$ cat src/rtl/pe_drain_pkg.sv
// Shared definitions for the PE_64 output-column drain.
// Holds default widths, saturation limit constants/helpers and the FIFO entry layout.
package pe_drain_pkg;

  localparam int unsigned ACC_W_DEF = 19;
  localparam int unsigned OUT_W_DEF = 8;
  localparam int unsigned SHIFT_W   = 6;

  // Signed saturation limits for the default output width.
  localparam int SAT_MAX_DEF = (1 << (OUT_W_DEF - 1)) - 1;
  localparam int SAT_MIN_DEF = -(1 << (OUT_W_DEF - 1));

  // FIFO entry layout: tag in the MSB, element below it.
  typedef struct packed {
    logic                 propagate;
    logic [OUT_W_DEF-1:0] data;
  } drain_entry_t;

  // Saturation limits for an arbitrary signed width.
  function automatic int sat_max(input int unsigned w);
    return (1 << (w - 1)) - 1;
  endfunction

  function automatic int sat_min(input int unsigned w);
    return -(1 << (w - 1));
  endfunction

endpackage

$ cat src/rtl/pe_out_drain_fifo.sv
// drain_fifo: synchronous FIFO with a registered head output.
// Ports: CLK, RST (sync, active high); push/wdata write side; pop read side;
//        rdata = head entry (holds its last value when empty, 0 after reset);
//        count = occupancy; full / nonempty = registered status flags.
// A push while full is accepted only when a pop happens at the same edge.
module drain_fifo #(
  parameter int unsigned W     = 9,
  parameter int unsigned DEPTH = 4
) (
  input  logic                   CLK,
  input  logic                   RST,
  input  logic                   push,
  input  logic [W-1:0]           wdata,
  input  logic                   pop,
  output logic [W-1:0]           rdata,
  output logic [$clog2(DEPTH):0] count,
  output logic                   full,
  output logic                   nonempty
);
  import pe_drain_pkg::*;

  localparam int unsigned PTR_W = $clog2(DEPTH);
  localparam int unsigned CNT_W = PTR_W + 1;

  logic [W-1:0]     mem [DEPTH];
  logic [PTR_W-1:0] wr_ptr;
  logic [PTR_W-1:0] rd_ptr;
  logic [PTR_W-1:0] rd_ptr_nxt;
  logic [CNT_W-1:0] remain_c;
  logic [CNT_W-1:0] count_nxt;
  logic             do_push;
  logic             do_pop;
  logic [W-1:0]     head_nxt;

  assign do_pop     = pop && nonempty;
  assign do_push    = push && (!full || do_pop);
  assign rd_ptr_nxt = rd_ptr + PTR_W'(do_pop);
  assign remain_c   = count - CNT_W'(do_pop);
  assign count_nxt  = remain_c + CNT_W'(do_push);

  // Next head: surviving entry if any, else the word being written, else hold.
  always_comb begin
    head_nxt = rdata;
    if (remain_c != '0) begin
      head_nxt = mem[rd_ptr_nxt];
    end else if (do_push) begin
      head_nxt = wdata;
    end
  end

  // Storage array (no reset needed; never read before written).
  always_ff @(posedge CLK) begin
    if (do_push && !RST) begin
      mem[wr_ptr] <= wdata;
    end
  end

  // Pointers, occupancy, flags and head register.
  always_ff @(posedge CLK) begin
    if (RST) begin
      wr_ptr   <= '0;
      rd_ptr   <= '0;
      count    <= '0;
      full     <= 1'b0;
      nonempty <= 1'b0;
      rdata    <= '0;
    end else begin
      wr_ptr   <= wr_ptr + PTR_W'(do_push);
      rd_ptr   <= rd_ptr_nxt;
      count    <= count_nxt;
      full     <= (count_nxt == CNT_W'(DEPTH));
      nonempty <= (count_nxt != '0);
      rdata    <= head_nxt;
    end
  end

endmodule

$ cat src/rtl/pe_out_drain.sv
// pe_out_drain: drains the PE_64 output column.
// Resolves carry-save words, applies round-half-up arithmetic shift, saturates
// to OUT_W and buffers into a small FIFO. The PE cannot stall, so words that
// find the FIFO full (with no pop) are dropped and counted.
// Ports: CLK, RST (sync, active high);
//        in_c {carry,sum}, in_shift, in_propagate, in_valid from the PE;
//        out_data/out_propagate/out_valid/out_ready toward writeback;
//        fifo_count occupancy; overflow sticky drop flag; drop_cnt saturating drops.
module pe_out_drain
  import pe_drain_pkg::*;
#(
  parameter int unsigned ACC_W = ACC_W_DEF,
  parameter int unsigned OUT_W = OUT_W_DEF,
  parameter int unsigned DEPTH = 4,
  parameter int unsigned CNT_W = 8
) (
  input  logic                     CLK,
  input  logic                     RST,
  input  logic [2*ACC_W-1:0]       in_c,
  input  logic [SHIFT_W-1:0]       in_shift,
  input  logic                     in_propagate,
  input  logic                     in_valid,
  output logic signed [OUT_W-1:0]  out_data,
  output logic                     out_propagate,
  output logic                     out_valid,
  input  logic                     out_ready,
  output logic [$clog2(DEPTH):0]   fifo_count,
  output logic                     overflow,
  output logic [CNT_W-1:0]         drop_cnt
);

  localparam int unsigned SH_W  = $clog2(ACC_W + 1);
  localparam int unsigned R_W   = ACC_W + 1;
  localparam int unsigned ENT_W = OUT_W + 1;
  localparam logic signed [R_W-1:0] R_MAX = R_W'(sat_max(OUT_W));
  localparam logic signed [R_W-1:0] R_MIN = R_W'(sat_min(OUT_W));

  // S1 registers
  logic                 s1_valid;
  logic                 s1_prop;
  logic [ACC_W-1:0]     s1_v;
  logic [SH_W-1:0]      s1_shift;
  logic [SH_W-1:0]      shift_clamp_c;

  // S2 registers
  logic                 s2_valid;
  logic                 s2_prop;
  logic signed [R_W-1:0] s2_r;

  logic signed [R_W-1:0] v_ext_c;
  logic signed [R_W-1:0] v_rnd_c;
  logic signed [R_W-1:0] r_c;
  logic [OUT_W-1:0]      sat_c;

  logic                  fifo_full;
  logic                  fifo_nonempty;
  logic [ENT_W-1:0]      head;
  logic                  pop_c;
  logic                  drop_c;

  assign shift_clamp_c = (in_shift > SHIFT_W'(ACC_W)) ? SH_W'(ACC_W) : SH_W'(in_shift);

  // S1: resolve carry-save (mod 2^ACC_W) and clamp the shift.
  always_ff @(posedge CLK) begin
    if (RST) begin
      s1_valid <= 1'b0;
      s1_prop  <= 1'b0;
      s1_v     <= '0;
      s1_shift <= '0;
    end else begin
      s1_valid <= in_valid;
      s1_prop  <= in_propagate;
      s1_v     <= in_c[2*ACC_W-1:ACC_W] + in_c[ACC_W-1:0];
      s1_shift <= shift_clamp_c;
    end
  end

  // Round-half-up arithmetic shift in ACC_W+1 bits so the rounding add cannot overflow.
  always_comb begin
    v_ext_c = {s1_v[ACC_W-1], s1_v};
    v_rnd_c = v_ext_c;
    r_c     = v_ext_c;
    if (s1_shift != '0) begin
      v_rnd_c = v_ext_c + (R_W'(1) << (s1_shift - SH_W'(1)));
      r_c     = v_rnd_c >>> s1_shift;
    end
  end

  // S2 register
  always_ff @(posedge CLK) begin
    if (RST) begin
      s2_valid <= 1'b0;
      s2_prop  <= 1'b0;
      s2_r     <= '0;
    end else begin
      s2_valid <= s1_valid;
      s2_prop  <= s1_prop;
      s2_r     <= r_c;
    end
  end

  // S3: saturate to the signed output width.
  always_comb begin
    sat_c = s2_r[OUT_W-1:0];
    if (s2_r > R_MAX) begin
      sat_c = R_MAX[OUT_W-1:0];
    end else if (s2_r < R_MIN) begin
      sat_c = R_MIN[OUT_W-1:0];
    end
  end

  assign pop_c  = fifo_nonempty && out_ready;
  assign drop_c = s2_valid && fifo_full && !pop_c;

  drain_fifo #(
    .W     (ENT_W),
    .DEPTH (DEPTH)
  ) u_fifo (
    .CLK      (CLK),
    .RST      (RST),
    .push     (s2_valid),
    .wdata    ({s2_prop, sat_c}),
    .pop      (pop_c),
    .rdata    (head),
    .count    (fifo_count),
    .full     (fifo_full),
    .nonempty (fifo_nonempty)
  );

  assign out_propagate = head[ENT_W-1];
  assign out_data      = head[OUT_W-1:0];
  assign out_valid     = fifo_nonempty;

  // Sticky overflow and saturating drop counter.
  always_ff @(posedge CLK) begin
    if (RST) begin
      overflow <= 1'b0;
      drop_cnt <= '0;
    end else if (drop_c) begin
      overflow <= 1'b1;
      if (drop_cnt != '1) begin
        drop_cnt <= drop_cnt + CNT_W'(1);
      end
    end
  end

endmodule

$ cat config.mk
export PLATFORM = sky130hd
export DESIGN_NAME = pe_out_drain
export DESIGN_NICKNAME = d
export VERILOG_FILES = /design/src/rtl/pe_drain_pkg.sv /design/src/rtl/pe_out_drain_fifo.sv /design/src/rtl/pe_out_drain.sv
export SDC_FILE = /design/constraint.sdc
export NUM_CORES = 1
export LEC_CHECK = 0
export ABC_AREA = 1
export CORE_UTILIZATION = 60
export CTS_BUF_LIST = sky130_fd_sc_hd__clkbuf_4 sky130_fd_sc_hd__clkbuf_8
export DETAILED_ROUTE_END_ITERATION = 12
export PLACE_DENSITY = 0.83
export SETUP_SLACK_MARGIN = 0.4
export SLEW_MARGIN = 20
export SYNTH_ARGS = -nofsm -noshare
export SYNTH_HDL_FRONTEND = slang
export SYNTH_HIERARCHICAL = 1
export SYNTH_SLANG_ARGS = --single-unit
$ cat constraint.sdc
create_clock -name CLK -period 7 [get_ports CLK]
set_clock_uncertainty 0.1 [all_clocks]
set_input_delay 1.4 -clock CLK [delete_from_list [all_inputs] [get_ports CLK]]
set_output_delay 1.4 -clock CLK [all_outputs]
set_load 0.05 [all_outputs]
==> metrics.md, run 1 <==
| Metric | Value |
|---|---|
| Final Hold Vio Count | `0` |
| Slowest cell on crit path | `dfxtp_1` |
| Drt pass-1 iters | `5` |
| Unique masters post-synth | `52` |
| Setup Buffers After CTS | `0` |
| Maximum VDD drop | `133.7 uV` |
| Grt ovf | `0` |
| # fillers | `1026` |
| I/O Buffers | `70` |
| Status | `finished clean` |
| Largest net degree at the start of global routing | `35` |
| Net Sw Power | `0.0005545 W` |
| Total wire length | `19.72 mm` |
| Top-area cell type share of the netlist area | `20.14%` |
| Io pins | `71` |
| Starting DRC count in detailed routing | `808` |
| GR Util All Layers | `32.05%` |
| Layout cells sized above 1 | `6.696%` |
| Area delta synth->final | `12.80%` |
| PwrDens | `186.8 mW/mm^2` |
| Post-synth top flop | `dfxtp_1` |
| Pre-CTS setup slack | `2494 ps` |
| Placed cell count | `1287` |
| Drc violations | `0` |
| Net count after synthesis | `1165` |
| Setup WS post-layout | `2342 ps` |
| Max-slew headroom | `29.50%` |
| Post-CTS resize count | `0` |
| Number of global-route vias before repair | `6936` |
| CP Buf/Inv Count | `6` |
| Cells after synthesis | `1072` |
| Max FO, Critical Path | `22` |
| Unrepaired setup endpoints after global routing | `false` |
| Synth area leaders | `dfxtp_1, nand2_1, edfxtp_1` |
| Routability congestion estimate | `1.007` |
| Initial Util | `61.82%` |
| Fin Hold WS | `310.3 ps` |
| Seq/Total Area, Yosys | `34.64%` |
| Fin nets | `1223` |
| Detailed-route wire length per cell | `15.14 um` |
| Part of the power in combinational logic | `29.7%` |
| First-pass GRT wire length | `32.51 mm` |
| Leak | `3.865 nW` |
| Cell mode on critical path | `nand2_1` |
| Via/cell ratio | `5.653` |
| ANT cells | `0` |
| Antenna violations before repair | `0` |
| Final period utilization | `66.54%` |
| Setup tns final | `0 ps` |
| Number of flops mapped to enable cells by yosys | `36` |
| Clock power share | `22.5%` |
| Synth top cells by count | `nand2_1, nand3_1, inv_1, nor2_1, a21oi_1` |
| Core Region | `0.01206 mm^2` |
| Die Area | `0.01288 mm^2` |
| Final core occ | `69.73%` |
| Register share of total power | `47.8%` |
| CTS Buf Count | `9` |
| Clk_lat worst skew | `390 ps` |
| Routed via count | `7366` |
| CP startpoint kind | `flip-flop` |
| Endpoints failing setup | `0` |
| Max-Cap Viols | `0` |
| Worst Path Class, Setup | `flip-flop to flip-flop` |
| Fmax | `214.7 MHz` |
| CTS root buf | `clkbuf_8` |
| Final ANT Viol Nets | `0` |
| Slew Limit Fails | `0` |
| CP arrival | `4850 ps` |
| Area leader, netlist | `dfxtp_1` |
| Hold/Removal Path Class | `flip-flop to flip-flop` |
| Int Pwr | `0.001017 W` |
| Site row count | `40` |
| Fin cells | `1303` |
| Switching portion of total power | `35.29%` |
| Yosys warning count | `6` |
| Seq cells post-synth | `111` |
| Worst Path Required | `7190 ps` |
| Post-Syn Area | `0.007456 mm^2` |
| CTS tree | `yes` |
| Endpoint class of the critical path | `flip-flop` |
| DIE HEIGHT | `113.5 um` |
| Top Family by Delay on Critical Path | `simple AND/OR/NAND/NOR gates` |
| CTS Buffer Depth | `2` |
| CTS clock-pin slew for the worst setup and hold paths | `100 ps` |
| Hold buffers post-CTS | `0` |
| Post-DP HPWL | `15.21 mm` |
| Die Width | `113.5 um` |
| H-Tree Depth | `3` |
| Dominant cell by count in the synthesized netlist | `nand2_1` |
| Delay of the slowest critical-path stage | `890 ps` |
| Asr flop ratio synth | `0%` |
| Slew @ Worst Pin | `1056 ps` |
| Clock period minus worst slack | `4658 ps` |
| TritonCTS Sinks | `111` |
| Average size of a mapped cell | `6.955 um^2` |
## kinds of logic after synthesis
logic type / synth area share, %
flip-flops: 34.64
AND/OR/NAND/NOR: 34.74
buffers and inverters: 8.894
AO/OA/AOI/OAI: 13.21
XOR/XNOR: 0.9397
adder cells (fa/ha/maj): 7.585
## layer usage
layer | vias up | GRT usage [%] | wire length (um)
li1 | 3675 | - | -
met1 | 3289 | 43.00 | 8931
met2 | 343 | 50.08 | 8512
met3 | 59 | 7.014 | 1633
met4 | 0 | 13.33 | 646
met5 | - | 0 | 0
## flip-flops by register name, indices dropped and copies added, names as in the netlist
register	cells
overflow	1
u_fifo/wr_ptr	2
s2_valid	1
s1_valid	1
drop_cnt	8
s1_prop	1
u_fifo/full	1
u_fifo/nonempty	1
u_fifo/mem	36
u_fifo/rd_ptr	2
s2_prop	1
s2_r	20
s1_shift	5
s1_v	19
u_fifo/count	3
u_fifo/rdata	9
## power groups by stage
stage | sequential [W] | combinational, W | clock, W
floorplan | 0.000778 | 0.000307 | 0
global placement | 0.000764 | 0.000449 | 0
detailed placement | 0.000764 | 0.000455 | 0
CTS | 0.000750 | 0.000458 | 0.000359
global route | 0.000755 | 0.000518 | 0.000381
finish | 0.000752 | 0.000467 | 0.000353
## tightest hold or removal path: stages, from the launching register on
cell and delay, ps:
dfxtp_1 310, inv_1 40, nor2_1 30
## cell type report
class / instances / area (um^2) / share of cell area (%)
clock buffer: 10 / 131.4 / 1.562
clock inverter: 6 / 46.29 / 0.5504
inverter: 129 / 491.7 / 5.846
multi-input combinational: 804 / 4210 / 50.06
sequential: 111 / 2582 / 30.71
tap: 168 / 210.2 / 2.499
timing repair buffer: 75 / 738.2 / 8.777
## placed cells by master (no fill, tap or decap), types with 2 or more instances in the layout
cell type / Yosys / final
nor2_2: 3 / 3
nor2_1: 83 / 83
nand3_2: 6 / 6
edfxtp_1: 36 / 36
clkbuf_8: 0 / 9
o211ai_1: 7 / 7
and3_1: 2 / 2
a21oi_1: 76 / 76
clkinv_1: 4 / 5
nand2_2: 16 / 16
o21ai_2: 2 / 2
o31ai_1: 4 / 4
dfxtp_1: 75 / 75
nand4_1: 9 / 9
a31oi_1: 11 / 11
buf_4: 2 / 5
inv_1: 113 / 113
xor2_1: 4 / 4
inv_6: 0 / 2
o21bai_1: 3 / 3
o21ai_0: 46 / 46
o21a_1: 2 / 2
inv_2: 11 / 11
xnor2_1: 4 / 4
nor4_1: 4 / 4
nand2_1: 290 / 290
or2_1: 2 / 2
ha_1: 42 / 42
nand3b_1: 14 / 14
clkinv_4: 0 / 2
o21ai_1: 8 / 8
fa_1: 2 / 2
nor2_4: 2 / 2
and2_1: 2 / 2
clkdlybuf4s50_1: 0 / 70
nor3_1: 19 / 19
a21oi_2: 8 / 8
nand3_1: 121 / 121
## metrics by stage
stage | cell area [um^2] | total power [W]
floorplan | 7456 | 0.001085
global placement | 8233 | 0.001212
detailed placement | 8233 | 0.001220
CTS | 8411 | 0.001567
global route | 8411 | 0.001653
finish | 8411 | 0.001571
## final timing paths
check | from | end | slack (ps) | depth (start not counted)
setup / recovery | s1_shift[1] | s2_r[16] | 2340 | 28
hold / removal | s1_prop | s2_prop | 310 | 2
setup reg to reg | s1_shift[1] | s2_r[16] | 2340 | 28
hold reg to reg | s1_prop | s2_prop | 310 | 2
Note: power is estimated with default switching activity, not from simulation.
==> inputs of run 2 (changes only) <==
--- a/config.mk
+++ b/config.mk
@@ -6,10 +6,10 @@
 export NUM_CORES = 1
 export LEC_CHECK = 0
 export ABC_AREA = 1
-export CORE_UTILIZATION = 60
+export CORE_UTILIZATION = 54
 export CTS_BUF_LIST = sky130_fd_sc_hd__clkbuf_4 sky130_fd_sc_hd__clkbuf_8
 export DETAILED_ROUTE_END_ITERATION = 12
-export PLACE_DENSITY = 0.83
+export PLACE_DENSITY = 0.79
 export SETUP_SLACK_MARGIN = 0.4
 export SLEW_MARGIN = 20
 export SYNTH_ARGS = -nofsm -noshare
==> constraint.sdc (replaced) <==
create_clock -name CLK -period 3.8 [get_ports CLK]
set_clock_uncertainty 0.1 [all_clocks]
set_input_delay 0.76 -clock CLK [delete_from_list [all_inputs] [get_ports CLK]]
set_output_delay 0.76 -clock CLK [all_outputs]
set_load 0.05 [all_outputs]
==> run 2 against run 1 <==
Net effect:
- clock power up 84%
- die area rose by 11%
- flip-flop and latch count stayed put
- cell count is 3.5% higher
- count of clock-buffer cells in the layout is 1 higher
- non-clock buffer count rose by 37
- final area rose by 6.2%
- register-to-register slack worse by 2000 ps
- sequential share of layout area decreased by 1.7 points
- critical path depth down 2
- setup slack got worse by 2000 ps
- wire length grew 2.7%
- critical path type unchanged
- critical endpoint is now s2_r[0]
- largest cell class unchanged
==> metrics.md, run 2 (same netlist as run 1, synthesis figures left out) <==
| Metric | Value |
|---|---|
| Total wire length | `20.25 mm (was 19.72 mm)` |
| CP startpoint kind | `flip-flop (unchanged)` |
| ANT cells | `0 (unchanged)` |
| Detailed-route wire length per cell | `15.02 um (was 15.14 um)` |
| Slew @ Worst Pin | `807.0 ps (was 1056 ps)` |
| Top reg by flops | `u_fifo/mem (unchanged)` |
| Die Width | `119.5 um (was 113.5 um)` |
| Commonest cells after routing, fill and taps aside | `nand2_1, nand3_1, inv_1, nor2_1, dfxtp_1 (was nand2_1, nand3_1, inv_1, nor2_1, a21oi_1)` |
| # fillers | `1186 (was 1026)` |
| Largest net degree at the start of global routing | `27 (was 35)` |
| Setup WS post-layout | `334.5 ps (was 2342 ps)` |
| CTS root buf | `clkbuf_8 (unchanged)` |
| Fin cells | `1348 (was 1303)` |
| Initial Util | `55.86% (was 61.82%)` |
| Endpoint class of the critical path | `flip-flop (unchanged)` |
| Die Area | `0.01428 mm^2 (was 0.01288 mm^2)` |
| CTS tree | `yes (unchanged)` |
| PwrDens | `333.4 mW/mm^2 (was 186.8 mW/mm^2)` |
| Unrepaired setup endpoints after global routing | `true (was false)` |
| TritonCTS Sinks | `111 (unchanged)` |
| CTS Buf Count | `9 (unchanged)` |
| Worst Path Required | `3970 ps (was 7190 ps)` |
| Pre-CTS setup slack | `127.4 ps (was 2494 ps)` |
| CP arrival | `3640 ps (was 4850 ps)` |
| Maximum VDD drop | `169.8 uV (was 133.7 uV)` |
| Reg2reg start | `s1_shift[0] (was s1_shift[1])` |
| Largest regs | `u_fifo/mem (36), s2_r (20), s1_v (19) (unchanged)` |
| Site row count | `42 (was 40)` |
| Starting DRC count in detailed routing | `696 (was 808)` |
| CP Buf/Inv Count | `6 (unchanged)` |
| CTS clock-pin slew for the worst setup and hold paths | `100 ps (about the same)` |
| Final ANT Viol Nets | `0 (unchanged)` |
| Placed cell count | `1308 (was 1287)` |
| Leak | `4.083 nW (was 3.865 nW)` |
| Max-Cap Viols | `0 (unchanged)` |
| Layout cells sized above 1 | `15.27% (was 6.696%)` |
| Clock period minus worst slack | `3465 ps (was 4658 ps)` |
| Drc violations | `0 (unchanged)` |
| Drt pass-1 iters | `5 (unchanged)` |
| Register area | `0.002586 mm^2 (was 0.002582 mm^2)` |
| Final period utilization | `91.20% (was 66.54%)` |
| DIE HEIGHT | `119.5 um (was 113.5 um)` |
| CP startpoint | `s1_shift[0] (was s1_shift[1])` |
| Number of global-route vias before repair | `6893 (was 6936)` |
| Max FFs per register | `36 (unchanged)` |
| Via/cell ratio | `5.570 (was 5.653)` |
| Clk_lat worst skew | `380 ps (was 390 ps)` |
| Hold buffers post-CTS | `0 (unchanged)` |
| Delay of the slowest critical-path stage | `370 ps (was 890 ps)` |
| First-pass GRT wire length | `32.64 mm (was 32.51 mm)` |
| CTS Buffer Depth | `2 (unchanged)` |
| Final Hold Vio Count | `0 (unchanged)` |
| Max FO, Critical Path | `4 (was 22)` |
| GR Util All Layers | `28.76% (was 32.05%)` |
| Fin nets | `1260 (was 1223)` |
| Area delta synth->final | `19.77% (was 12.80%)` |
| H-Tree Depth | `3 (unchanged)` |
| I/O Buffers | `70 (unchanged)` |
| Hold/Removal Path Class | `flip-flop to flip-flop (unchanged)` |
| Slew Limit Fails | `0 (unchanged)` |
| Routed via count | `7508 (was 7366)` |
| Max-slew headroom | `45.74% (was 29.50%)` |
| Post-DP HPWL | `15.73 mm (was 15.21 mm)` |
| Antenna violations before repair | `0 (unchanged)` |
| Routability congestion estimate | `1.013 (was 1.007)` |
| Fmax | `288.6 MHz (was 214.7 MHz)` |
| Status | `finished clean (unchanged)` |
| Area taken by multi-input logic gates | `0.004424 mm^2 (was 0.004210 mm^2)` |
| Top Family by Delay on Critical Path | `simple AND/OR/NAND/NOR gates (unchanged)` |
| Io pins | `71 (unchanged)` |
| Slowest cell on crit path | `fa_2 (was dfxtp_1)` |
| Endpoints failing setup | `0 (unchanged)` |
| Grt ovf | `0 (unchanged)` |
| Min-delay src | `s1_valid (was s1_prop)` |
| Most common library cell in the layout ignoring fill and taps | `nand2_1 (unchanged)` |
| Setup tns final | `0 ps (unchanged)` |
| Cell mode on critical path | `nand3_1 (was nand2_1)` |
| Core Region | `0.01335 mm^2 (was 0.01206 mm^2)` |
| Worst Path Class, Setup | `flip-flop to flip-flop (unchanged)` |
-- run 2: where the power goes --
group	internal, W	total, W	switching, W	leakage (nW)
sequential	0.00132	0.00138	0.0000672	0.942
clock	0.000261	0.000651	0.000390	0.0936
combinational	0.000359	0.000943	0.000584	3.05
-- run 2: worst paths after layout --
check	endpoint	slack, ps	cells past startpoint
max	s2_r[0]	330	26
min	s2_valid	320	2
max reg2reg	s2_r[0]	330	26
min reg2reg	s2_valid	320	2
-- run 2: worst min-delay path: stages (launching register included) --
cell     delay [ps]
dfxtp_1         310
inv_1            40
nor2_1           30
-- run 2: layer usage --
metal	global-route usage (%)	share of wire, %	up-vias
li1	-	-	3742
met1	39.22	44	3363
met2	45.16	44	345
met3	4.658	7.7	58
met4	12.11	3.6	0
met5	0	0	-
-- run 2: layout make-up --
| cell class | instances | area share [%] |
|---|---|---|
| Clock buffer | 11 | 1.555 |
| Tap cell | 176 | 2.466 |
| Timing Repair Buffer | 112 | 11.50 |
| Multi-Input combinational cell | 804 | 49.54 |
| Sequential cell | 111 | 28.96 |
| Inverter | 129 | 5.521 |
| Clock inverter | 5 | 0.4484 |
-- run 2: through the flow --
step	power (W)	util, %	hold slack (ps)	area, um^2
global route	0.003142	66.90	342.7	8930
detailed placement	0.002259	62.54	297.5	8348
floorplan	0.002001	-	288.3	7463
global placement	0.002251	62.54	294.2	8348
CTS	0.002939	65.60	314.6	8756
finish	0.002977	66.90	315.1	8930
-- run 2: repair_timing --
| item | 4_1_cts | 5_1_grt |
|---|---|---|
| hold endpoints to repair | 0 | 0 |
| setup buffers | 17 | 7 |
| resized for setup | 35 | 37 |
| cloned | 0 | 0 |
| endpoints found under the setup margin | 18 | 18 |
| pin swaps | 20 | 10 |
